<file path="src/rtl/fl_io_pkg.sv">
// rtl/fl_io_pkg.sv - shared constants and helpers for the proc_fl I/O hub
package fl_io_pkg;

   localparam int NBMANT_DEF = 19;
   localparam int NBEXPO_DEF = 8;

   // proc_fl float layout: {sign, exponent (two's complement), mantissa magnitude}
   function automatic int fl_width(input int nbmant, input int nbexpo);
      return nbmant + nbexpo + 1;
   endfunction

   // channel address width, never zero so single-channel builds still have a port
   function automatic int addr_width(input int nch);
      return (nch > 1) ? $clog2(nch) : 1;
   endfunction

endpackage

// pick channel idx_ out of a packed multi-channel vector
`define FL_IO_SLICE(vec_, idx_, w_) vec_[(idx_)*(w_) +: (w_)]

</file>
<file path="src/rtl/fl_io_conv.sv">
// rtl/fl_io_conv.sv - int2float and float2int converters for the proc_fl float format
module fl_io_int2float #(
   parameter int IWID   = 19,
   parameter int NBMANT = 19,
   parameter int NBEXPO = 8,
   localparam int FW    = NBMANT + NBEXPO + 1
) (
   input  logic [IWID-1:0] int_i,
   output logic [FW-1:0]   flt_o
);
   localparam int MW = (IWID > NBMANT) ? IWID : NBMANT;

   logic [IWID-1:0]   abs_v;
   logic [MW-1:0]     mag;
   logic [NBMANT-1:0] mant;
   int                lead;
   int                expo;

   // normalise |int_i| so the mantissa MSB is set; zero maps to the all-zero word
   always_comb begin
      abs_v = int_i[IWID-1] ? -int_i : int_i;
      mag   = MW'(abs_v);
      lead  = 0;
      for (int b = 0; b < MW; b++) begin
         if (mag[b]) lead = b;
      end
      expo = lead - (NBMANT - 1);
      if (lead >= NBMANT - 1) begin
         mant = NBMANT'(mag >> (lead - (NBMANT - 1)));
      end else begin
         mant = NBMANT'(mag << ((NBMANT - 1) - lead));
      end
      flt_o = (mag == '0) ? '0 : {int_i[IWID-1], NBEXPO'(expo), mant};
   end
endmodule

module fl_io_float2int #(
   parameter int NBMANT = 19,
   parameter int NBEXPO = 8,
   localparam int FW    = NBMANT + NBEXPO + 1
) (
   input  logic [FW-1:0] flt_i,
   output logic [FW-1:0] int_o
);
   logic [NBMANT-1:0] mant;
   logic [FW-2:0]     mag;
   int                expo;

   // scale the mantissa by 2^expo, truncating fractions and saturating large magnitudes
   always_comb begin
      mant = flt_i[NBMANT-1:0];
      expo = int'($signed(flt_i[FW-2 -: NBEXPO]));
      if (mant == '0) begin
         mag = '0;
      end else if (expo > NBEXPO) begin
         mag = '1;
      end else if (expo >= 0) begin
         mag = (FW-1)'(mant) << expo;
      end else if (-expo >= NBMANT) begin
         mag = '0;
      end else begin
         mag = (FW-1)'(mant >> (-expo));
      end
      int_o = flt_i[FW-1] ? -{1'b0, mag} : {1'b0, mag};
   end
endmodule

</file>
<file path="src/rtl/fl_io_fifo.sv">
// rtl/fl_io_fifo.sv - per-output-channel FIFO with wrap-bit pointers and overflow drop
module fl_io_fifo #(
   parameter int FW     = 28,
   parameter int ODEPTH = 4
) (
   input  logic          clk,
   input  logic          rst,
   input  logic          push_i,
   input  logic [FW-1:0] wdata_i,
   input  logic          pop_i,
   output logic [FW-1:0] rdata_o,
   output logic          empty_o,
   output logic          drop_o
);
   localparam int PW = $clog2(ODEPTH);

   logic [PW:0]   wr_q, wr_d, rd_q, rd_d;
   logic [FW-1:0] mem_q [ODEPTH];
   logic          full, do_pop, do_push;

   // a pop in the same cycle frees the slot a push into a full FIFO needs
   always_comb begin
      empty_o = (wr_q == rd_q);
      full    = ((wr_q ^ rd_q) == {1'b1, {PW{1'b0}}});
      do_pop  = pop_i & ~empty_o;
      do_push = push_i & (~full | do_pop);
      drop_o  = push_i & full & ~do_pop;
      wr_d    = do_push ? wr_q + 1'b1 : wr_q;
      rd_d    = do_pop ? rd_q + 1'b1 : rd_q;
      rdata_o = empty_o ? '0 : mem_q[rd_q[PW-1:0]];
   end

   // pointer registers
   always_ff @(posedge clk) begin
      if (!rst) begin
         wr_q <= '0;
         rd_q <= '0;
      end else begin
         wr_q <= wr_d;
         rd_q <= rd_d;
      end
   end

   // storage needs no reset: the head is masked while empty
   always_ff @(posedge clk) begin
      if (do_push) mem_q[wr_q[PW-1:0]] <= wdata_i;
   end
endmodule

</file>
<file path="src/rtl/fl_io_hub.sv">
// rtl/fl_io_hub.sv - proc_fl I/O front end; FL_IO_ERRCNT_EN adds a saturating err_cnt output
module fl_io_hub
   import fl_io_pkg::*;
#(
   parameter int NBMANT = NBMANT_DEF,
   parameter int NBEXPO = NBEXPO_DEF,
   parameter int IWID   = 19,
   parameter int NUIOIN = 4,
   parameter int NUIOOU = 4,
   parameter int ODEPTH = 4,
   localparam int FW    = fl_width(NBMANT, NBEXPO),
   localparam int AINW  = addr_width(NUIOIN),
   localparam int AOUW  = addr_width(NUIOOU)
) (
   input  logic                   clk,
   input  logic                   rst,
   input  logic [NUIOIN*IWID-1:0] in_data,
   input  logic [NUIOIN-1:0]      in_valid,
   output logic [NUIOIN-1:0]      in_ready,
   input  logic                   proc_req,
   input  logic [AINW-1:0]        proc_ain,
   output logic [FW-1:0]          proc_din,
   input  logic                   proc_oen,
   input  logic [AOUW-1:0]        proc_aout,
   input  logic [FW-1:0]          proc_dout,
   output logic [NUIOOU*FW-1:0]   out_data,
   output logic [NUIOOU-1:0]      out_valid,
   input  logic [NUIOOU-1:0]      out_ready,
   output logic [NUIOIN-1:0]      err_udr,
   output logic [NUIOOU-1:0]      err_ovf
`ifdef FL_IO_ERRCNT_EN
   ,
   output logic [15:0]            err_cnt
`endif
);
   logic [IWID-1:0]   hold_q [NUIOIN];
   logic [IWID-1:0]   hold_d [NUIOIN];
   logic [NUIOIN-1:0] fresh_q, fresh_d, udr_q, udr_d;
   logic [NUIOIN-1:0] consume, accept, udr_evt;
   logic [NUIOOU-1:0] ovf_q, ovf_d, push, drop, empty;
   logic              ain_ok;
   logic [IWID-1:0]   sel_int;
   logic [FW-1:0]     wr_int;

   // input hold registers: an accept always wins over a consume on the same channel
   always_comb begin
      consume = '0;
      for (int i = 0; i < NUIOIN; i++) begin
         consume[i] = proc_req && (int'(proc_ain) == i);
      end
      in_ready = ~fresh_q | consume;
      accept   = in_valid & in_ready;
      udr_evt  = consume & ~fresh_q;
      udr_d    = udr_q | udr_evt;
      fresh_d  = (fresh_q & ~consume) | accept;
      hold_d   = hold_q;
      for (int i = 0; i < NUIOIN; i++) begin
         if (accept[i]) hold_d[i] = `FL_IO_SLICE(in_data, i, IWID);
      end
   end

   // one converter after the read mux; unmapped addresses read as zero
   always_comb begin
      ain_ok  = int'(proc_ain) < NUIOIN;
      sel_int = ain_ok ? hold_q[proc_ain] : '0;
   end

   fl_io_int2float #(.IWID(IWID), .NBMANT(NBMANT), .NBEXPO(NBEXPO)) u_i2f (
      .int_i (sel_int),
      .flt_o (proc_din)
   );

   // output write decode; unmapped addresses match no channel and are ignored
   always_comb begin
      push = '0;
      for (int j = 0; j < NUIOOU; j++) begin
         push[j] = proc_oen && (int'(proc_aout) == j);
      end
      ovf_d = ovf_q | drop;
   end

   fl_io_float2int #(.NBMANT(NBMANT), .NBEXPO(NBEXPO)) u_f2i (
      .flt_i (proc_dout),
      .int_o (wr_int)
   );

   for (genvar j = 0; j < NUIOOU; j++) begin : g_out
      fl_io_fifo #(.FW(FW), .ODEPTH(ODEPTH)) u_fifo (
         .clk     (clk),
         .rst     (rst),
         .push_i  (push[j]),
         .wdata_i (wr_int),
         .pop_i   (out_ready[j]),
         .rdata_o (`FL_IO_SLICE(out_data, j, FW)),
         .empty_o (empty[j]),
         .drop_o  (drop[j])
      );
   end

   assign out_valid = ~empty;
   assign err_udr   = udr_q;
   assign err_ovf   = ovf_q;

   // hold, freshness and sticky error state
   always_ff @(posedge clk) begin
      if (!rst) begin
         fresh_q <= '0;
         udr_q   <= '0;
         ovf_q   <= '0;
         for (int i = 0; i < NUIOIN; i++) hold_q[i] <= '0;
      end else begin
         fresh_q <= fresh_d;
         udr_q   <= udr_d;
         ovf_q   <= ovf_d;
         hold_q  <= hold_d;
      end
   end

`ifdef FL_IO_ERRCNT_EN
   logic [15:0] cnt_q, cnt_d;
   logic [16:0] cnt_sum;

   // simultaneous events add together; the count sticks at all-ones
   always_comb begin
      cnt_sum = 17'(cnt_q) + 17'($countones(udr_evt)) + 17'($countones(drop));
      cnt_d   = cnt_sum[16] ? 16'hFFFF : cnt_sum[15:0];
   end

   // error event counter
   always_ff @(posedge clk) begin
      if (!rst) cnt_q <= '0;
      else      cnt_q <= cnt_d;
   end

   assign err_cnt = cnt_q;
`endif
endmodule
</file>
<file path="config.mk">
export PLATFORM = sky130hd
export DESIGN_NAME = fl_io_hub
export DESIGN_NICKNAME = d
export VERILOG_FILES = /design/src/rtl/fl_io_pkg.sv /design/src/rtl/fl_io_conv.sv /design/src/rtl/fl_io_fifo.sv /design/src/rtl/fl_io_hub.sv
export SDC_FILE = /design/constraint.sdc
export NUM_CORES = 1
export LEC_CHECK = 0
export ABC_AREA = 1
export CAP_MARGIN = 15
export CORE_MARGIN = 5
export CORE_UTILIZATION = 62
export DETAILED_ROUTE_END_ITERATION = 8
export PLACE_DENSITY = 0.86
export SLEW_MARGIN = 20
export SYNTH_ARGS = -nofsm -noshare
export SYNTH_HDL_FRONTEND = slang
export SYNTH_SLANG_ARGS = --single-unit
</file>
<file path="constraint.sdc">
create_clock -name clk -period 15 [get_ports clk]
set_input_delay 3 -clock clk [delete_from_list [all_inputs] [get_ports clk]]
set_output_delay 3 -clock clk [all_outputs]
set_load 0.01 [all_outputs]
</file>
==> impl_metrics.py, run 1 <==
metrics = {
    "finish": {
        "final.fill_count": 3054,
        "mostFrequentLayoutCell": "sky130_fd_sc_hd__nand2_1",
        "insertedDiodeCount": 0,
        "multiInputGateArea_um2": 10700,
        "area.growth.synth_to_final_pct": 17.0,
        "finish.instance_area_um2": 33100,
        "register_area_um2": 15900,
        "layout_common_cells": "599 x sky130_fd_sc_hd__nand2_1, 586 x sky130_fd_sc_hd__nor2_1, 448 x sky130_fd_sc_hd__edfxtp_1",
        "drive_gt1_frac": 0.0628,
        "design.final.nets": 3571,
    },
    "drt": {
        "drt_drc": 0,
        "postRouteWirelength_mm": 83.9,
        "route.detailed.wl_per_inst_um": 20.7,
        "viasPerCell": 6.04,
        "num_vias": 24500,
        "first_pass_iters": 8,
        "detailedRoute.firstIterationViolations": 3075,
        "final_antenna_net_count": 0,
    },
    "clocking": {
        "post_cts_resize_count": 0,
        "ctsRootBufferMaster": "sky130_fd_sc_hd__clkbuf_16",
        "clock_insertion_delay_worst_skew_ps": 600,
        "cts_tree": "built",
        "cts.reportedPaths.clkPinSlew_ps": 60,
        "htreeDepth": 2,
        "postCtsSetupRepairBufs": 0,
        "tritoncts.num_buffers": 52,
        "clockBufferDepth": 3,
        "hold_buf_count_cts": 0,
        "cts_sinks": 568,
    },
    "grt": {
        "grt_use_total": 0.323,
        "use_met3": 0.0552,
        "grt_antenna_before_repair": 1,
        "overflow": 0,
        "globalRouteMet1Util": 0.422,
        "gr-max-usage-layer": "met2",
        "vias_in_the_first_global_route": 23800,
        "pin_count_of_the_biggest_net_entering_global_routing": 77,
        "grt_pass1_wl_mm": 129,
        "grt_use_met2": 0.548,
    },
    "floorplan": {
        "fp-row-count": 78,
        "die_width_um": 224,
        "design.core.area_um2": 45300,
        "floorplan.die_area_um2": 50100,
        "pin_count": 276,
        "die-height_um": 224,
        "initial_utilization": 0.626,
    },
    "logic_synthesis": {
        "synth_edf_count": 448,
        "synth-main-ff-cell": "sky130_fd_sc_hd__edfxtp_1",
        "asr_flop_ratio_synth": 0,
        "yosysWarnings": 0,
        "synth_top_area_frac": 0.475,
        "synth.avg_cell_area_um2": 8.85,
        "number_of_nets_in_the_synthesized_netlist": 3359,
        "synth_seq_area_share": 0.559,
        "synth.cell_area_um2": 28300,
        "synth.largest_area_cell": "sky130_fd_sc_hd__edfxtp_1",
        "postSynthCellCount": 3201,
        "post_synth_main_area_contributors": "sky130_fd_sc_hd__edfxtp_1 47%, sky130_fd_sc_hd__dfxtp_1 8.5%, sky130_fd_sc_hd__nor2_1 8.0%",
        "yosys_register_bits": 568,
        "synthDistinctLibCells": 60,
    },
    "setup_path": {
        "timing.critical_path.from": "proc_ain[1]",
        "worstSetupPathType": "input port to primary output",
        "cp-start-kind": "input port",
        "category_of_the_worst_setup_path_capture_point": "primary output",
        "worst_r2r_startpoint": "g_out[0].u_fifo.wr_q[1]",
        "cp_max_fo": 25,
        "critical_path_arrival_ps": 9730,
        "required_ps": 12000,
    },
    "sta": {
        "setup_repair_after_global_routing_missed_its_margin": "false",
        "worst_pin_slew_ps": 1120,
        "fin_worst_hold_slack_ps": 451,
        "timing_max_transition_violations_final": 0,
        "worst_slew_slack_as_a_fraction_of_its_limit": 0.253,
        "timing.final.crit_share": 0.848,
        "finalHoldViolCount": 0,
        "post-route-min-period_ps": 12730,
        "total_negative_setup_slacks_ps": 0,
        "fmax_mhz": 78.6,
        "setup-violations-final": 0,
        "skew_ps": 14.7,
    },
    "placement": {
        "dpl-instance-area_um2": 31500,
        "gp_congestion": 0.906,
        "hpwl_mm": 55.4,
        "io_buffers": 275,
    },
    "pwr": {
        "power.density_nw_per_um2": 133,
        "design_power_total_mw": 4.42,
        "power.switching_fraction": 0.330,
        "switching_component_of_the_power_mw": 1.46,
        "clock_power_share": 0.284,
        "power.share.combinational": 0.311,
        "power.internal_mw": 2.96,
        "power.static_leakage_nw": 13.2,
        "pwr-share-seq": 0.404,
        "vdd_ir_drop_max_mv": 0.160,
    },
    "hold_path": {
        "min_from": "hold_q[45]",
        "worstHoldPathType": "flip-flop to flip-flop",
    },
    "flow_run": {
        "maxCapViolations": 0,
    },
    "run_status": {
        "outcome": "finished, final reports clean",
    },
}
## worst paths after layout
kind,cells after the start,endpoint,slack (ps)
worst max-delay path,26,proc_din[18],2270
worst min-delay path,2,hold_q[45],450
worst max register to register,7,flip-flop,12370
worst min register to register,2,hold_q[45],450
## Yosys cell counts, drive strengths merged, types with 12 or more instances
master	number
a21oi	104
a22oi	12
buf	34
clkbuf	130
dfxtp	120
edfxtp	448
ha	38
inv	312
nand2	612
nand3	170
nand4	12
nor2	613
nor3	27
o2111ai	16
o211ai	16
o21ai	318
o32ai	112
xor2	22
## through the flow
step	setup WS, ps	std cells	utilization
2_1_floorplan	5400	3201	-
3_3_place_gp	2690	3958	0.696
3_5_place_dp	2460	3958	0.696
4_1_cts	2430	4054	0.732
5_1_grt	1730	4055	0.732
6_report	2270	4055	0.732
## registers in the layout, summed over array words and instances (netlist names), named ones only
signal and count:
err_ovf 4, hold_q 76, err_udr 4, g_out.u_fifo.wr_q 12, g_out.u_fifo.mem_q 448, g_out.u_fifo.rd_q 12
fresh_q 4
## critical path, stage by stage
cell and delay, ps:
sky130_fd_sc_hd__clkdlybuf4s50_1 790, sky130_fd_sc_hd__inv_2 140, sky130_fd_sc_hd__nand2_1 380, sky130_fd_sc_hd__o21ai_0 170
sky130_fd_sc_hd__nor2_2 760, sky130_fd_sc_hd__inv_2 130, sky130_fd_sc_hd__o21ai_0 200, sky130_fd_sc_hd__nand2_1 80
sky130_fd_sc_hd__inv_1 120, sky130_fd_sc_hd__nor2_1 70, sky130_fd_sc_hd__a21oi_1 160, sky130_fd_sc_hd__a21oi_1 80
sky130_fd_sc_hd__o21bai_1 130, sky130_fd_sc_hd__a31oi_1 90, sky130_fd_sc_hd__nor2_1 340, sky130_fd_sc_hd__inv_1 250
sky130_fd_sc_hd__ha_1 740, sky130_fd_sc_hd__clkinv_1 640, sky130_fd_sc_hd__nand3_1 280, sky130_fd_sc_hd__nand2_1 110
sky130_fd_sc_hd__o21ai_1 210, sky130_fd_sc_hd__nand2_1 80, sky130_fd_sc_hd__nand3_1 80, sky130_fd_sc_hd__nand2_1 60
sky130_fd_sc_hd__nand2_1 80, sky130_fd_sc_hd__clkdlybuf4s50_1 540
## layout make-up
cell class,instances,area share
clock inverters,28,0.00608
multi-input cells,2151,0.321
repair buffers,322,0.0935
clock buffers,68,0.0420
inverters,318,0.0361
flip-flops and latches,568,0.478
well taps,600,0.0226
## power groups by stage
stage | clock [mW] | sequential (mW) | combinational (mW)
5_1_grt | 1.33 | 1.79 | 1.48
3_3_place_gp | 0 | 1.82 | 1.32
2_1_floorplan | 0 | 1.81 | 0.801
6_report | 1.26 | 1.79 | 1.38
4_1_cts | 1.27 | 1.79 | 1.36
3_5_place_dp | 0 | 1.82 | 1.34
## layer usage
layer | vias up | part of all wire
met5 | - | 0.00013
met4 | 2 | 0.040
met3 | 221 | 0.096
met2 | 1407 | 0.49
met1 | 11600 | 0.38
li1 | 11300 | -
## logic make-up after synthesis
| logic type | after synthesis | share of synthesized area |
|---|---|---|
| compound gates | 612 | 0.132 |
| xor+xnor | 31 | 0.0114 |
| fa+ha+maj | 38 | 0.0168 |
| buf+inv | 482 | 0.0669 |
| flops | 568 | 0.559 |
| mux | 6 | 0.00212 |
| simple gates | 1464 | 0.212 |
(Power assumes the default switching activity.)
==> run 2: changes to the inputs <==
CORE_UTILIZATION = 52   (was 62)
PLACE_DENSITY = 0.77   (was 0.86)
clock period = 10.35 ns   (was 15 ns; I/O delays follow)
==> run 2 against run 1 <==
Against the previous run: sequential share of layout area down 0.64 points; first-iteration DRC count down 30%; clock power up 61%; critical path type unchanged; die area up 18%; register-to-register slack worse by 4700 ps; clock skew up 4.6 ps; core utilization down 11 points; sequential power up 46%; non-clock buffer count up 9.
==> impl_metrics.py, run 2 (synthesis results as in run 1) <==
metrics = {
    "clocking": {
        "postCtsSetupRepairBufs": 0,
        "hold_buf_count_cts": 0,
        "clockBufferDepth": 3,
        "cts.reportedPaths.clkPinSlew_ps": 60,
        "cts_sinks": 568,
        "clock_insertion_delay_worst_skew_ps": 620,
        "ctsRootBufferMaster": "sky130_fd_sc_hd__clkbuf_16",
        "htreeDepth": 2,
        "tritoncts.num_buffers": 56,
        "cts_tree": "built",
    },
    "finish": {
        "area.growth.synth_to_final_pct": 18.6,
        "design.final.nets": 3584,
        "largest_reg_flops": 448,
        "layout_common_cells": "599 x sky130_fd_sc_hd__nand2_1, 586 x sky130_fd_sc_hd__nor2_1, 448 x sky130_fd_sc_hd__edfxtp_1",
        "drive_gt1_frac": 0.0665,
        "mostFrequentLayoutCell": "sky130_fd_sc_hd__nand2_1",
    },
    "pwr": {
        "power.share.combinational": 0.292,
        "clock_power_share": 0.309,
        "power.internal_mw": 4.47,
        "switching_component_of_the_power_mw": 2.08,
        "power.density_nw_per_um2": 195,
        "power.switching_fraction": 0.318,
        "design_power_total_mw": 6.55,
        "power.static_leakage_nw": 13.3,
        "pwr-share-seq": 0.399,
        "vdd_ir_drop_max_mv": 0.177,
    },
    "placement": {
        "gp_congestion": 0.943,
        "io_buffers": 275,
        "hpwl_mm": 51.4,
        "dpl_worst_slack_ps": 594,
    },
    "drt": {
        "viasPerCell": 5.62,
        "postRouteWirelength_mm": 76.8,
        "detailedRoute.firstIterationViolations": 2141,
        "final_antenna_net_count": 0,
        "drt_drc": 0,
        "first_pass_iters": 6,
        "num_vias": 23400,
        "route.detailed.wl_per_inst_um": 18.4,
    },
    "hold_path": {
        "timing.hold.worst_endpoint": "err_ovf[2]",
        "timing.hold.worst_path_depth": 2,
        "worstHoldPathType": "flip-flop to flip-flop",
        "min_from": "err_ovf[2]",
    },
    "setup_path": {
        "critical_path.reg2reg.endpoint": "g_out[0].u_fifo.rd_q[2]",
        "critical_path_arrival_ps": 7720,
        "cp_max_fo": 18,
        "category_of_the_worst_setup_path_capture_point": "primary output",
        "required_ps": 8280,
        "worstSetupPathType": "input port to primary output",
        "worst_r2r_startpoint": "g_out[0].u_fifo.wr_q[1]",
        "reg2reg_setup_slack_ps": 7680,
        "cp-start-kind": "input port",
        "reg2reg_depth": 9,
    },
    "sta": {
        "worst_slew_slack_as_a_fraction_of_its_limit": 0.253,
        "finalHoldViolCount": 0,
        "worst_pin_slew_ps": 1110,
        "skew_ps": 19.3,
        "setup_repair_after_global_routing_missed_its_margin": "false",
        "total_negative_setup_slacks_ps": 0,
        "timing.final.crit_share": 0.946,
        "setup-violations-final": 0,
        "fmax_mhz": 102,
        "post-route-min-period_ps": 9790,
        "timing_max_transition_violations_final": 0,
        "crit_path_setup_slack_layout_ps": 558,
    },
    "floorplan": {
        "fp-row-count": 85,
        "design.core.area_um2": 53900,
        "die-height_um": 243,
        "pin_count": 276,
        "initial_utilization": 0.526,
        "die_width_um": 243,
        "floorplan.die_area_um2": 59300,
    },
    "grt": {
        "grt_antenna_before_repair": 1,
        "grt_pass1_wl_mm": 119,
        "pin_count_of_the_biggest_net_entering_global_routing": 70,
        "overflow": 0,
        "grt_use_total": 0.249,
        "vias_in_the_first_global_route": 22000,
    },
    "run_status": {
        "outcome": "finished, final reports clean",
    },
    "flow_run": {
        "maxCapViolations": 0,
    },
}
-- run 2: timing repair --
| action | 4_1_cts | 5_1_grt |
|---|---|---|
| endpoints found under the setup margin | 0 | 2 |
| gates resized for setup | 0 | 2 |
| endpoints found under the hold margin | 0 | 0 |
-- run 2: cell type report --
class,instances,area [um^2]
fillers,4443,20300
repair buffers,331,3170
multi-input cells,2151,10600
inverters,318,1200
well taps,696,871
diodes,1,2.50
flip-flops and latches,568,15900
clock inverters,29,300
clock buffers,75,1570
-- run 2: how the worst max path moves through the flow --
stage	from	end	depth (start not counted)
detailed placement	proc_ain[0]	proc_din[0]	30
floorplan	proc_ain[1]	proc_din[11]	27
global route	proc_ain[0]	proc_din[0]	30
finish	proc_ain[1]	proc_din[18]	26
CTS	proc_ain[0]	proc_din[0]	30
global placement	proc_ain[0]	proc_din[0]	30
-- run 2: critical path: stages --
cell and delay, ps:
sky130_fd_sc_hd__clkdlybuf4s50_1 780, sky130_fd_sc_hd__inv_2 130, sky130_fd_sc_hd__nand2_1 340, sky130_fd_sc_hd__inv_2 140, sky130_fd_sc_hd__nand2_1 80, sky130_fd_sc_hd__nand2_1 50
sky130_fd_sc_hd__nor2_1 150, sky130_fd_sc_hd__nand2_1 90, sky130_fd_sc_hd__nor2_2 190, sky130_fd_sc_hd__nand3_2 140, sky130_fd_sc_hd__o21ai_1 180, sky130_fd_sc_hd__xor2_1 290
sky130_fd_sc_hd__nand2_1 120, sky130_fd_sc_hd__o21bai_1 150, sky130_fd_sc_hd__a31oi_1 90, sky130_fd_sc_hd__nor2_1 340, sky130_fd_sc_hd__inv_1 240, sky130_fd_sc_hd__ha_1 360
sky130_fd_sc_hd__clkinv_1 410, sky130_fd_sc_hd__nand3_1 280, sky130_fd_sc_hd__and2_1 190, sky130_fd_sc_hd__nand3_1 90, sky130_fd_sc_hd__a21oi_1 130, sky130_fd_sc_hd__nand2_1 70
sky130_fd_sc_hd__nand2_1 50, sky130_fd_sc_hd__clkdlybuf4s50_1 560
-- run 2: stage by stage --
stage | utilization | instances | cell area (um^2) | hold slack (ps)
2_1_floorplan | - | 3201 | 28300 | 425
3_3_place_gp | 0.588 | 4063 | 31700 | 438
3_5_place_dp | 0.588 | 4063 | 31700 | 445
4_1_cts | 0.623 | 4167 | 33600 | 455
5_1_grt | 0.623 | 4168 | 33600 | 478
6_report | 0.623 | 4169 | 33600 | 452
-- run 2: layer usage --
layer / track usage / part of all wire / vias up
li1: - / - / 11400
met1: 0.332 / 0.41 / 10900
met2: 0.415 / 0.47 / 1044
met3: 0.0465 / 0.087 / 156
met4: 0.0816 / 0.034 / 0
met5: 0 / 0 / -
-- run 2: power groups by stage --
stage	Clock, mW	Combinational [mW]	Sequential [mW]
after floorplan	0	1.16	2.63
after global placement	0	1.88	2.66
after detailed placement	0	1.90	2.66
after CTS	2.06	1.91	2.62
after global routing	2.15	2.10	2.62
final	2.03	1.91	2.62
